[config.mk]
export PLATFORM = sky130hd
export DESIGN_NAME = d_kes_sminodr_iter_ctrl
export DESIGN_NICKNAME = d
export VERILOG_FILES = /design/src/rtl/d_kes_sminodr_iter_ctrl.sv
export SDC_FILE = /design/constraint.sdc
export NUM_CORES = 1
export LEC_CHECK = 0
export ABC_AREA = 0
export BUFFER_PORTS_ARGS = -buffer_cell sky130_fd_sc_hd__buf_2
export CAP_MARGIN = 30
export CORE_MARGIN = 2
export CORE_UTILIZATION = 54
export CTS_BUF_LIST = sky130_fd_sc_hd__clkbuf_2 sky130_fd_sc_hd__clkbuf_4 sky130_fd_sc_hd__clkbuf_8
export CTS_CLUSTER_DIAMETER = 120
export DETAILED_ROUTE_END_ITERATION = 16
export PLACE_DENSITY = 0.81
export SLEW_MARGIN = 10
export SYNTH_ARGS = -nofsm -noshare
export SYNTH_HDL_FRONTEND = slang
export SYNTH_SLANG_ARGS = --single-unit
[constraint.sdc]
create_clock -name i_clk -period 2 [get_ports i_clk]
set_clock_uncertainty 0.1 [all_clocks]
set_input_delay 0.1 -clock i_clk [delete_from_list [all_inputs] [get_ports i_clk]]
set_output_delay 0.1 -clock i_clk [all_outputs]
set_load 0.02 [all_outputs]
[src/rtl/d_kes_sminodr_iter_ctrl.sv]
`default_nettype none
// ---------------------------------------------------------------------------
// d_kes_sminodr_iter_ctrl : BM iteration sequencer for the sMINodr PE_ELU array
// Revision 1.0
// ---------------------------------------------------------------------------
module d_kes_sminodr_iter_ctrl #(
  parameter int T        = 14,
  parameter int GF_ORDER = 12,
  parameter int DC_LAT   = 1,
  parameter int KW       = 5,
  localparam int ITW     = (T > 1) ? $clog2(T) : 1
) (
  input  logic                i_clk,
  input  logic                i_RESET_KES,
  input  logic                i_stop_dec,
  input  logic                i_start,
  input  logic [GF_ORDER-1:0] i_d_2i,
  output logic                o_ready,
  output logic                o_EXECUTE_PE_DC,
  output logic                o_EXECUTE_PE_ELU,
  output logic [GF_ORDER-1:0] o_d_2i,
  output logic [GF_ORDER-1:0] o_delta_2im2,
  output logic                o_condition_2i,
  output logic [ITW-1:0]      o_iter_cnt,
  output logic                o_done
);

  localparam int WCW = (DC_LAT > 1) ? $clog2(DC_LAT) : 1;

  localparam logic [5:0] S_IDLE = 6'b000001;
  localparam logic [5:0] S_DC   = 6'b000010;
  localparam logic [5:0] S_WAIT = 6'b000100;
  localparam logic [5:0] S_ELU  = 6'b001000;
  localparam logic [5:0] S_UPD  = 6'b010000;
  localparam logic [5:0] S_DONE = 6'b100000;

  logic [5:0]          state;
  logic [WCW-1:0]      wcnt;
  logic [ITW-1:0]      iter;
  logic [KW-1:0]       k;
  logic [GF_ORDER-1:0] d_2i;
  logic [GF_ORDER-1:0] delta;
  logic                cond;

  always_ff @(posedge i_clk or posedge i_RESET_KES) begin
    if (i_RESET_KES) begin
      state <= S_IDLE;
      wcnt  <= '0;
      iter  <= '0;
      k     <= '0;
      d_2i  <= '0;
      delta <= GF_ORDER'(1);
      cond  <= 1'b0;
    end else if (i_stop_dec) begin
      state <= S_IDLE;
      wcnt  <= '0;
      iter  <= '0;
      k     <= '0;
      d_2i  <= '0;
      delta <= GF_ORDER'(1);
      cond  <= 1'b0;
    end else begin
      case (state)
        S_IDLE: begin
          if (i_start) begin
            state <= S_DC;
            iter  <= '0;
            k     <= '0;
            delta <= GF_ORDER'(1);
          end
        end
        S_DC: begin
          wcnt  <= WCW'(DC_LAT - 1);
          state <= S_WAIT;
        end
        S_WAIT: begin
          if (wcnt == '0) begin
            d_2i  <= i_d_2i;
            // k >= 0 is simply a clear sign bit
            cond  <= (i_d_2i != '0) && !k[KW-1];
            state <= S_ELU;
          end else begin
            wcnt <= wcnt - WCW'(1);
          end
        end
        S_ELU: begin
          state <= S_UPD;
        end
        S_UPD: begin
          // -k-1 in two's complement is the bitwise inverse
          if (cond) begin
            delta <= d_2i;
            k     <= ~k;
          end else begin
            k <= k + KW'(1);
          end
          if (iter == ITW'(T - 1)) begin
            state <= S_DONE;
          end else begin
            iter  <= iter + ITW'(1);
            state <= S_DC;
          end
        end
        S_DONE: begin
          state <= S_IDLE;
        end
        default: begin
          state <= S_IDLE;
        end
      endcase
    end
  end

  assign o_ready          = state[0];
  assign o_EXECUTE_PE_DC  = state[1];
  assign o_EXECUTE_PE_ELU = state[3];
  assign o_done           = state[5];
  assign o_d_2i           = d_2i;
  assign o_delta_2im2     = delta;
  assign o_condition_2i   = cond;
  assign o_iter_cnt       = iter;

endmodule
`default_nettype wire

# After elaboration in Yosys (flattened, before gate mapping)
# Index checks and enable logic that the tools add are counted.
# totals
inputBits	16
output_inout_bits	33
register_bits	41
elab_cells	59
# classes
n_reduce_logical	11
n_mux	26
eq_ne	11
bitwise_logic	1
addsub	3
# op_table
op	count
$mux W12	6
$pmux W6 S5	1
$mux W6	4
$pmux W12 S2	1
$mux W5	3
$mux W4	3
$ne A3 B3 Y1 const B	4
$reduce_bool A12 Y1	1
$pmux W5 S2	1
$pmux W4 S2	1
$eq A6 B1 Y1 const B	1
$eq A6 B2 Y1 const B	1
$eq A6 B3 Y1 const B	1
$eq A6 B4 Y1 const B	1
$eq A6 B5 Y1 const B	1
$reduce_and A2 Y1	3
$reduce_and A3 Y1	2
$reduce_bool A3 Y1	2
$add A5 B1 Y5 const B	1
$mux W1	5
$not A5 Y5	1
$add A4 B1 Y4 const B	1
$eq A4 B4 Y1 const B	1
$ne A2 B2 Y1 const B	1
other kinds (5)	5

# Depth between registers and ports, before layout
# depth
depth_word	5
mapped_depth	6
mapped_depth_nobuf	6

# Least setup slack after synthesis
# OpenSTA, ideal clock, no wires.
# synth_timing
kind	register to register
start	register state[1]
end	register delta[11] (netlist: o_delta_2im2[11])
setup_time_ps	121
t_arrival_ps	1569
path_slack_ps	210
t_required_ps	1779
n_path_buf	1
path_stages_with_launch	6
period_less_slack_ps	1790
path_cell_list	dfrtp_1 > nor4_4 > nand3_1 > nor3b_4 > clkbuf_8 > a22o_2
# synth_between
elab_chain_len	3
word_cells_on_any_way	8
classes_between	4 x eq/ne; 2 x mux; 2 x reduce/logical
# synth_rtl
element	line_no	text
start, declared	37	logic [5:0] state;
start signal, assigned	47	state <= S_IDLE;
start signal, assigned	55	state <= S_IDLE;
start signal, assigned	66	state <= S_DC;
$eq A6 B5 Y1 / $eq A6 B1 Y1 (equally long branches)	63	case (state)
$ne A3 B3 Y1 (no line), or another cell as far along	-	
$reduce_and A3 Y1 (no line) / $mux W12 (equally long branches)	-	
end signal, assigned	92	delta <= d_2i;
end, declared	42	logic [GF_ORDER-1:0] delta;
# Parallel ways exist; a longest one is shown, timed or not.
# A chain may end at the register's enable or synchronous reset.

# Worst setup path after layout
# layout_timing
start	register state[1]
end	register iter[1] (netlist: o_iter_cnt[1])
# layout_between
elab_chain_len	3
word_cells_on_any_way	8
classes_between	4 x eq/ne; 2 x mux; 2 x reduce/logical
# layout_rtl
element	line_no	text
$eq A6 B5 Y1 / $eq A6 B1 Y1 (equally long branches)	63	
$ne A3 B3 Y1 (no line), or another cell as far along	-	
$reduce_and A3 Y1 (no line) / $mux W4 (equally long branches)	-	
end signal, assigned	100	iter <= iter + ITW'(1);
end, declared	39	logic [ITW-1:0] iter;
# Parallel ways exist; a longest one is shown, timed or not.

==> summary.txt <==
Outcome - completed
Final Cycle Share - 0.9096
Setup TNS - 0 ns
Reg2reg start - state[1]
DIE AREA - 0.004005 mm^2
Initial antenna violation count - 0
Worst Reg2Reg Path Length in Cells - 4
Fin Hold WS - 0.2845 ns
# Post-CTS Setup Buffers - 0
Most frequent cells in the layout - buf_2, dfrtp_1, nor2_1
Pwr per Cell Area - 692.1 mW/mm^2
Synth-to-layout area growth - 24.92%
RSZ-0062 raised after global routing - no
First-pass GRT wire length - 7452 um
TritonCTS clock tree - yes
Synthesized net count - 182
Gp weighted congestion - 0.8258
Fraction of layout cells with a size suffix above 1 - 0.3886
Tmin final - 1.819 ns
WP buf/inv - 0
Asr flop ratio synth - 1.000
Slew HR - 0.6177
Largest stage delay, worst path - 0.50 ns
Worst setup SP type - flop
Clock Tree Buf Depth - 2
CP cell instances - nor4_4, nand3_1, a211o_1, o31ai_1
DR vias - 1529
Total Power - 1.641 mW
Setup crit start - state[1]
Vias/cell - 5.560
Leak - 1.268 nW
Detailed-router iteration count before antenna repair - 4
Number of synthesized flops with an enable pin - 0
CP endpoint - o_iter_cnt[1]
Synthesized cell area - 0.001898 mm^2
Clock transition at path regs - 0.12 ns
Arr. time, crit path - 1.97 ns
Worst r2r dst - o_iter_cnt[1]
Yosys cell types - 47
Family with the most delay on the worst path - simple AND/OR/NAND/NOR gates
Mapped Cells - 163
Critical path data required time - 2.15 ns
HPWL after DPL - 2895 um
Vias in the first global route - 1521
H-tree depth - 2
Critical Path End Type - flop
TritonCTS Sinks - 40
Synth Flop Type - dfrtp_1
Actual slew at the worst max-slew pin - 0.5729 ns
Critical-path top delay cell - dfrtp_1
Final nets - 247
Register area share after synthesis - 0.5287
Ant diodes - 0
Number of synthesis warnings - 0
Largest net degree at the start of global routing - 41
Core Region - 0.003363 mm^2
Hold crit path type - in -> async
Fmax - 549.7 MHz
Register bit total from synthesis - 40
# IOs - 49
Max VDD drop - 0.4311 mV
PnR worst setup slack - 0.1808 ns
Routed WL - 4463 um
Port Buffers - 48
Core Util, Final - 0.7050
Num CTS Buffers - 5
Most common cell after layout, fill and taps aside - buf_2
CP max FO - 8
Final setup violation count - 0
Worst-Skew Late Latency - 0.35 ns
Post-Syn Area per Cell - 11.64 um^2
GRT overflow - 0
Starting density of the core - 0.5644
Total Routing Usage GR - 0.2408
Max Slew Vio Count - 0
Die height - 63.29 um
Rows - 21
Post-route ant nets - 0
CTS-repair resized insts - 0
DRC - 0
Die width - 63.29 um
Routed wire per std cell - 16.23 um
Critical path type - reg -> reg
Critical path depth - 4
Root buffer cell - clkbuf_4
FF-to-FF setup slack - 0.18 ns
DRT iter0 DRCs - 111
Worst slack, placed - 0.2160 ns
Max-capacitance violation count - 0
Endpoints failing hold - 0
==> registers in the layout, indices dropped and copies added (netlist names) <==
name / flops
k: 5
state: 6
o_d_2i: 12
o_iter_cnt: 4
o_condition_2i: 1
o_delta_2im2: 12
==> what timing repair did <==
item	CTS	global route
setup endpoints to repair	0	0
hold endpoints to repair	56	0
hold buffers	15	0
==> synthesized netlist by cell type (all sizes together) (2+ instances only) <==
cell type / n / area share
a21oi: 4 / 0.011
ha: 3 / 0.020
a31oi: 6 / 0.020
and2: 2 / 0.0079
or2: 2 / 0.0066
clkbuf: 3 / 0.011
xnor2: 2 / 0.0092
buf: 6 / 0.022
nand3: 6 / 0.016
o31ai: 2 / 0.0079
o21ba: 2 / 0.011
or3: 2 / 0.0073
nor3b: 2 / 0.014
a22o: 11 / 0.058
mux2i: 15 / 0.079
inv: 5 / 0.0099
nor4: 5 / 0.024
dfstp: 2 / 0.028
dfrtp: 38 / 0.50
nand2: 7 / 0.015
nor2: 19 / 0.038
==> worst register-to-register path, cell delays in order, from the launching register on <==
cell     delay [ns]
dfrtp_1        0.50
nor4_4         0.44
nand3_1        0.27
a211o_1        0.35
o31ai_1        0.07
==> cell families (layout without fill, tap and decap cells) <==
| kind of cell | after synthesis | after routing | synth area share |
|---|---|---|---|
| buffers and inverters | 14 | 80 | 0.04284 |
| flip-flops | 40 | 40 | 0.5287 |
| multiplexers | 15 | 15 | 0.07910 |
| AND/OR/NAND/NOR | 56 | 56 | 0.1806 |
| AO/OA/AOI/OAI | 33 | 33 | 0.1398 |
| XOR/XNOR | 2 | 2 | 0.009230 |
| adder cells (fa/ha/maj) | 3 | 3 | 0.01978 |
==> layer usage <==
metal / wire length [um] / GRT usage / share of wire
met1: 2002 / 0.3030 / 0.45
met3: 181 / 0.05536 / 0.041
met5: 0 / 0 / 0
met2: 2237 / 0.4082 / 0.50
met4: 42 / 0.08696 / 0.0094
==> power breakdown <==
part	leakage, nW	internal (mW)	total [mW]	switching, mW
Sequential	0.551	0.836	0.885	0.0487
Clock	0.0317	0.149	0.420	0.270
Combinational	0.685	0.152	0.336	0.184
==> metrics by stage <==
step | std cells | cell area [um^2]
after detailed placement | 252 | 2163
after global placement | 252 | 2163
after floorplan | 163 | 1898
after CTS | 275 | 2371
final | 275 | 2371
after global routing | 275 | 2371
==> worst min path at each step <==
| stage | from | to | slack, ns | depth (start not counted) |
|---|---|---|---|---|
| 3_3_place_gp | i_RESET_KES | o_delta_2im2[4] | 0.14 | 3 |
| 2_1_floorplan | i_d_2i[0] | o_d_2i[0] | 0.15 | 2 |
| 6_report | i_RESET_KES | o_d_2i[11] | 0.28 | 4 |
| 4_1_cts | i_RESET_KES | o_d_2i[11] | 0.30 | 4 |
| 5_1_grt | i_RESET_KES | o_delta_2im2[2] | 0.34 | 4 |
| 3_5_place_dp | i_RESET_KES | o_d_2i[11] | 0.15 | 3 |
==> cell type report <==
type	count	area [um^2]
timing repair buffer	67	420.4
clock inverter	2	12.51
fill	255	992.2
sequential	40	1003
inverter	5	18.77
multi-input combinational	109	813.3
clock buffer	6	45.04
tap	46	57.56
Note: power is estimated with default switching activity, not from simulation.
